$ cat config.mk
export PLATFORM = sky130hd
export DESIGN_NAME = soft_grand_seq
export DESIGN_NICKNAME = d
export VERILOG_FILES = /design/src/rtl/soft_grand_pkg.sv /design/src/rtl/soft_grand_pattern_gen.sv /design/src/rtl/soft_grand_seq.sv
export SDC_FILE = /design/constraint.sdc
export NUM_CORES = 1
export LEC_CHECK = 0
export BUFFER_PORTS_ARGS = -buffer_cell sky130_fd_sc_hd__buf_2
export CAP_MARGIN = 25
export CORE_ASPECT_RATIO = 1.1
export CORE_UTILIZATION = 55
export CTS_CLUSTER_SIZE = 12
export DETAILED_ROUTE_END_ITERATION = 7
export PLACE_DENSITY = 0.77
export SLEW_MARGIN = 30
export SYNTH_ARGS = -nofsm -noshare
export SYNTH_HDL_FRONTEND = slang
export SYNTH_SLANG_ARGS = --single-unit
$ cat constraint.sdc
create_clock -name clk -period 7.9 [get_ports clk]
set_input_delay 1.58 -clock clk [delete_from_list [all_inputs] [get_ports clk]]
set_output_delay 1.58 -clock clk [all_outputs]
set_load 0.005 [all_outputs]
$ cat src/rtl/soft_grand_pkg.sv
// Shared types, default parity masks and syndrome helper for the soft-GRAND decoder.
package soft_grand_pkg;

    typedef enum logic [1:0] {
        IDLE   = 2'd0,
        SEARCH = 2'd1,
        DONE   = 2'd2
    } state_t;

    // Parity-check matrix of the (8,4) extended Hamming code, row j at [j*8 +: 8].
    localparam logic [31:0] DEFAULT_H_MASKS = {8'b1110_1000, 8'b0111_0100,
                                               8'b1011_0010, 8'b1101_0001};

    localparam int SYN_MAX_N = 32;
    localparam int SYN_MAX_R = 16;

    // Masks use a fixed row stride of SYN_MAX_N so one function serves any N/R;
    // unused rows are zero and contribute a zero syndrome bit.
    function automatic logic [SYN_MAX_R-1:0] syndrome(
        input logic [SYN_MAX_N-1:0]           word,
        input logic [SYN_MAX_R*SYN_MAX_N-1:0] masks
    );
        logic [SYN_MAX_R-1:0] s;
        s = '0;
        for (int j = 0; j < SYN_MAX_R; j++) begin
            s[j] = ^(word & masks[j*SYN_MAX_N +: SYN_MAX_N]);
        end
        return s;
    endfunction

endpackage

$ cat src/rtl/soft_grand_pattern_gen.sv
// Combinational noise-pattern generator: bit r of q flips the position held in rank entry r.
module soft_grand_pattern_gen #(
    parameter int N  = 8,
    parameter int RW = 3
) (
    input  logic [N-1:0]    q,
    input  logic [N*RW-1:0] ranks,
    output logic [N-1:0]    e
);

    logic [N-1:0] terms [N];

    generate
        for (genvar gi = 0; gi < N; gi++) begin : g_term
            assign terms[gi] = q[gi] ? (N'(1) << ranks[gi*RW +: RW]) : '0;
        end
    endgenerate

    // Duplicate ranks cancel here by design; the caller must avoid them.
    always_comb begin
        e = '0;
        for (int r = 0; r < N; r++) begin
            e = e ^ terms[r];
        end
    end

endmodule

$ cat src/rtl/soft_grand_seq.sv
// Sequential soft-GRAND decoder: tests one reliability-ordered noise pattern per cycle
// until the syndrome clears or the query budget is spent.
module soft_grand_seq
    import soft_grand_pkg::*;
#(
    parameter int             N           = 8,
    parameter int             R           = 4,
    parameter logic [R*N-1:0] H_MASKS     = DEFAULT_H_MASKS,
    parameter int             MAX_QUERIES = 256,
    parameter int             RW          = $clog2(N),
    parameter int             QW          = $clog2(MAX_QUERIES + 1)
) (
    input  logic            clk,
    input  logic            rst_n,
    input  logic            in_valid,
    output logic            in_ready,
    input  logic [N-1:0]    y_i,
    input  logic [N*RW-1:0] rank_i,
    output logic            out_valid,
    input  logic            out_ready,
    output logic [N-1:0]    c_o,
    output logic            fail_o,
    output logic [QW-1:0]   queries_o
);

    state_t            state_reg, state_next;
    logic [N-1:0]      q_reg, q_next;
    logic [N-1:0]      y_reg, y_next;
    logic [N*RW-1:0]   ranks_reg, ranks_next;
    logic [N-1:0]      c_reg, c_next;
    logic              fail_reg, fail_next;
    logic [QW-1:0]     queries_reg, queries_next;

    logic [N-1:0]      pattern;
    logic [N-1:0]      candidate;
    logic [N:0]        q_plus;
    logic              syn_zero;
    logic [SYN_MAX_R*SYN_MAX_N-1:0] masks_wide;

    generate
        for (genvar gi = 0; gi < SYN_MAX_R; gi++) begin : g_mask
            if (gi < R) begin : g_used
                assign masks_wide[gi*SYN_MAX_N +: SYN_MAX_N] = SYN_MAX_N'(H_MASKS[gi*N +: N]);
            end else begin : g_unused
                assign masks_wide[gi*SYN_MAX_N +: SYN_MAX_N] = '0;
            end
        end
    endgenerate

    soft_grand_pattern_gen #(
        .N  (N),
        .RW (RW)
    ) u_pattern_gen (
        .q     (q_reg),
        .ranks (ranks_reg),
        .e     (pattern)
    );

    assign candidate = y_reg ^ pattern;
    assign syn_zero  = (syndrome(SYN_MAX_N'(candidate), masks_wide) == '0);
    assign q_plus    = {1'b0, q_reg} + (N+1)'(1);

    always_ff @(posedge clk or negedge rst_n) begin
        if (!rst_n) begin
            state_reg   <= IDLE;
            q_reg       <= '0;
            y_reg       <= '0;
            ranks_reg   <= '0;
            c_reg       <= '0;
            fail_reg    <= 1'b0;
            queries_reg <= '0;
        end else begin
            state_reg   <= state_next;
            q_reg       <= q_next;
            y_reg       <= y_next;
            ranks_reg   <= ranks_next;
            c_reg       <= c_next;
            fail_reg    <= fail_next;
            queries_reg <= queries_next;
        end
    end

    always_comb begin
        state_next   = state_reg;
        q_next       = q_reg;
        y_next       = y_reg;
        ranks_next   = ranks_reg;
        c_next       = c_reg;
        fail_next    = fail_reg;
        queries_next = queries_reg;
        case (state_reg)
            IDLE: begin
                if (in_valid) begin
                    y_next     = y_i;
                    ranks_next = rank_i;
                    q_next     = '0;
                    state_next = SEARCH;
                end
            end
            SEARCH: begin
                if (syn_zero) begin
                    c_next       = candidate;
                    fail_next    = 1'b0;
                    queries_next = QW'(q_plus);
                    state_next   = DONE;
                end else if (q_plus == (N+1)'(MAX_QUERIES)) begin
                    c_next       = y_reg;
                    fail_next    = 1'b1;
                    queries_next = QW'(MAX_QUERIES);
                    state_next   = DONE;
                end else begin
                    q_next = q_plus[N-1:0];
                end
            end
            DONE: begin
                if (out_ready) begin
                    state_next = IDLE;
                end
            end
            default: state_next = IDLE;
        endcase
    end

    assign in_ready  = (state_reg == IDLE);
    assign out_valid = (state_reg == DONE);
    assign c_o       = c_reg;
    assign fail_o    = fail_reg;
    assign queries_o = queries_reg;

endmodule

==> summary.md <==
| Metric | Value |
|---|---|
| Grt total ovfl | `0` |
| Postcts setup bufs | `0` |
| Fin worst setup slack | `4.288 ns` |
| DRC | `0` |
| Leakage | `1.945 nW` |
| Synth area leaders | `dfrtp_1, mux2_2, xnor2_1` |
| Commonest non-fill, non-tap cell in the layout | `dfrtp_1` |
| CTS Sinks | `60` |
| Hold slack | `0.5048 ns` |
| Post-route ant nets | `0` |
| Antenna violations before repair | `0` |
| Sequential area share after synthesis | `37.37%` |
| Post-synth top area cell | `dfrtp_1` |
| VDD IR max | `0.2880 mV` |
| Global-route usage over all layers | `24.19%` |
| Place WS | `4.301 ns` |
| Clock Latency Late Sink | `0.35 ns` |
| Crit Path Class | `register to register` |
| Fin area | `0.004466 mm²` |
| Cts bufs inserted | `9` |
| CTS tree | `done` |
| WL/cell | `17.51 µm` |
| Post-synth top flop | `dfrtp_1` |
| Critical path arrival | `3.84 ns` |
| Row count | `32` |
| Reg power frac | `33.4%` |
| Crit-path cells | `nor4bb_1 -> xnor2_1 -> xnor3_1 -> xnor2_1 -> xor2_1 -> and3_1 -> o22ai_2 -> buf_4 -> a21oi_4 -> o22a_1` |
| First-pass DRT Iterations | `4` |
| Final hold vios | `0` |
| Chip height | `91.64 µm` |
| Hold Crit Class | `register to register` |
| I/O pin cnt | `56` |
| Post-Synthesis Net Count | `385` |
| Power Internal | `1.175 mW` |
| Via Count | `2882` |
| Crit. End Element | `register` |
| Mapped Avg Cell Area | `11.54 µm²` |
| Overall power | `2.073 mW` |
| EDFF count, synth | `0` |
| Max Buffers Root-to-Sink | `2` |
| Critical-path top delay cell | `dfrtp_1` |
| YS warnings | `0` |
| Crit-path max FO | `18` |
| First-pass GRT wire length | `14340 µm` |
| CTS H-Tree Depth | `3` |
| Crit path largest cell delay | `0.57 ns` |
| Cell Area, Synth | `0.004018 mm²` |
| Cells after Synth | `348` |
| Synth top area share | `37.37%` |
| Clock share of power | `11.7%` |
| #FFs+latches synth | `60` |
| Area grow syn2layout | `11.15%` |
| Setup violators final | `0` |
| R2R setup slack | `4.29 ns` |
| Worst-Margin Slew | `0.7658 ns` |
| Fmax | `0.2768 GHz` |
| Core area | `0.007047 mm²` |
| Slew Limit Fails | `0` |
| Psw | `0.8984 mW` |
| WP data required | `8.13 ns` |
| Initial drt markers | `188` |
| Fin crit share | `45.72%` |
| CTS clk-pin slew, worst paths | `0.07 ns` |
| Ant diodes | `0` |
| RSZ-0062 raised after global routing | `no` |
| Clk_skew | `0.009200 ns` |
| Switching Fraction | `43.33%` |
| Final #Nets | `433` |
| Crit path time final | `3.612 ns` |
| IO buf count | `55` |
| Combinational share of power | `54.9%` |
| Vias in the first global route | `2834` |
| Share of cells above drive strength 1 | `33.42%` |
| Worst slew margin | `48.95%` |
| Largest net degree at the start of global routing | `61` |
| Post-synth ARST share | `100.0%` |
| CTS resizes | `0` |
| Starting Density | `57.01%` |
| Die Width | `83.49 µm` |
| Startpoint Class | `register` |
| Status | `completed` |
| DP Area | `0.004297 mm²` |
| Distinct cells, synth | `45` |
| Die footprint | `0.007651 mm²` |
| Root cell of the clock tree | `clkbuf_8` |
| CP most frequent cell | `xnor2_1` |
| Vias per cell | `5.930` |
| Max reg flops | `24` |
| Commonest non-fill, non-tap cells in the layout | `dfrtp_1, buf_2, xnor2_1` |
| Setup_tns | `0 ns` |
| CTS Hold Bufs | `0` |
| Final WL | `8512 µm` |
| Max Cap Violations | `0` |
| Dpl hpwl | `6112 µm` |
| GP Congestion | `0.8902` |
| Power per cell area | `464.3 mW/mm²` |
[critical path: cells and delay by family (launching register included)]
family | cells | cell delay [ns]
buf+inv | 1 | 0.33
xor+xnor | 4 | 1.02
simple gates | 2 | 0.60
compound gates | 3 | 0.98
flops | 1 | 0.57
[cell families (layout without fill, tap and decap cells)]
| family | count (synthesis) | after routing | synth area share, % |
|---|---|---|---|
| AND/OR/NAND/NOR | 117 | 117 | 21.89 |
| buffers and inverters | 32 | 85 | 4.142 |
| XOR/XNOR | 62 | 62 | 17.19 |
| multiplexers | 41 | 41 | 11.24 |
| adder cells (fa/ha/maj) | 1 | 1 | 0.3114 |
| AO/OA/AOI/OAI | 35 | 35 | 7.847 |
| flip-flops | 60 | 60 | 37.37 |
[power groups by stage]
stage | clock, mW | combinational [mW] | sequential (mW)
3_3_place_gp | 0 | 1.11 | 0.685
5_1_grt | 0.259 | 1.24 | 0.722
3_5_place_dp | 0 | 1.13 | 0.694
4_1_cts | 0.248 | 1.14 | 0.688
2_1_floorplan | 0 | 1.03 | 0.589
6_report | 0.243 | 1.14 | 0.692
[routing by layer]
metal  vias to the layer above  wire (µm)  global-route usage [%]
li1                       1377          -                       -
met1                      1425       3816                   32.35
met2                        70       4139                   39.62
met3                        10        432                   4.770
met4                         0        124                   8.051
met5                         -          0                       0
[cells in the mapped netlist (7+ instances only)]
master and n:
and4bb_2 10, inv_1 11, dfrtp_1 60, mux2_2 33, nand4_1 8, mux2i_1 8, nor4b_1 8, buf_2 9
xnor2_1 35, o2bb2ai_1 10, nand4b_1 23, nor2_1 14, xnor3_1 8, xor2_1 14, nor4bb_1 7
[worst paths after layout]
check	to	depth (start not counted)	from
min in group asynchronous	queries_o[4]$_DFFE_PN0P_	2	rst_n
setup reg to reg	c_o[4]$_DFFE_PN0P_	10	q_reg[6]$_DFFE_PN0P_
setup / recovery	c_o[4]$_DFFE_PN0P_	10	q_reg[6]$_DFFE_PN0P_
max in group asynchronous	ranks_reg[17]$_DFFE_PN0P_	2	rst_n
hold reg to reg	fail_o$_DFFE_PN0P_	2	fail_o$_DFFE_PN0P_
hold / removal	fail_o$_DFFE_PN0P_	2	fail_o$_DFFE_PN0P_
[final cells by class]
class	count	area, µm²
clock buffer	11	141.4
multi-input combinational	256	2350
clock inverter	5	27.53
timing repair buffer	58	297.8
inverter	11	41.29
fill	570	2581
sequential	60	1501
tap	85	106.4
[stage by stage]
stage | instances | util, %
CTS | 486 | 63.37
detailed placement | 470 | 60.97
finish | 486 | 63.37
global route | 486 | 63.37
floorplan | 348 | -
global placement | 470 | 60.97
Power figures use the tool's default switching activity.
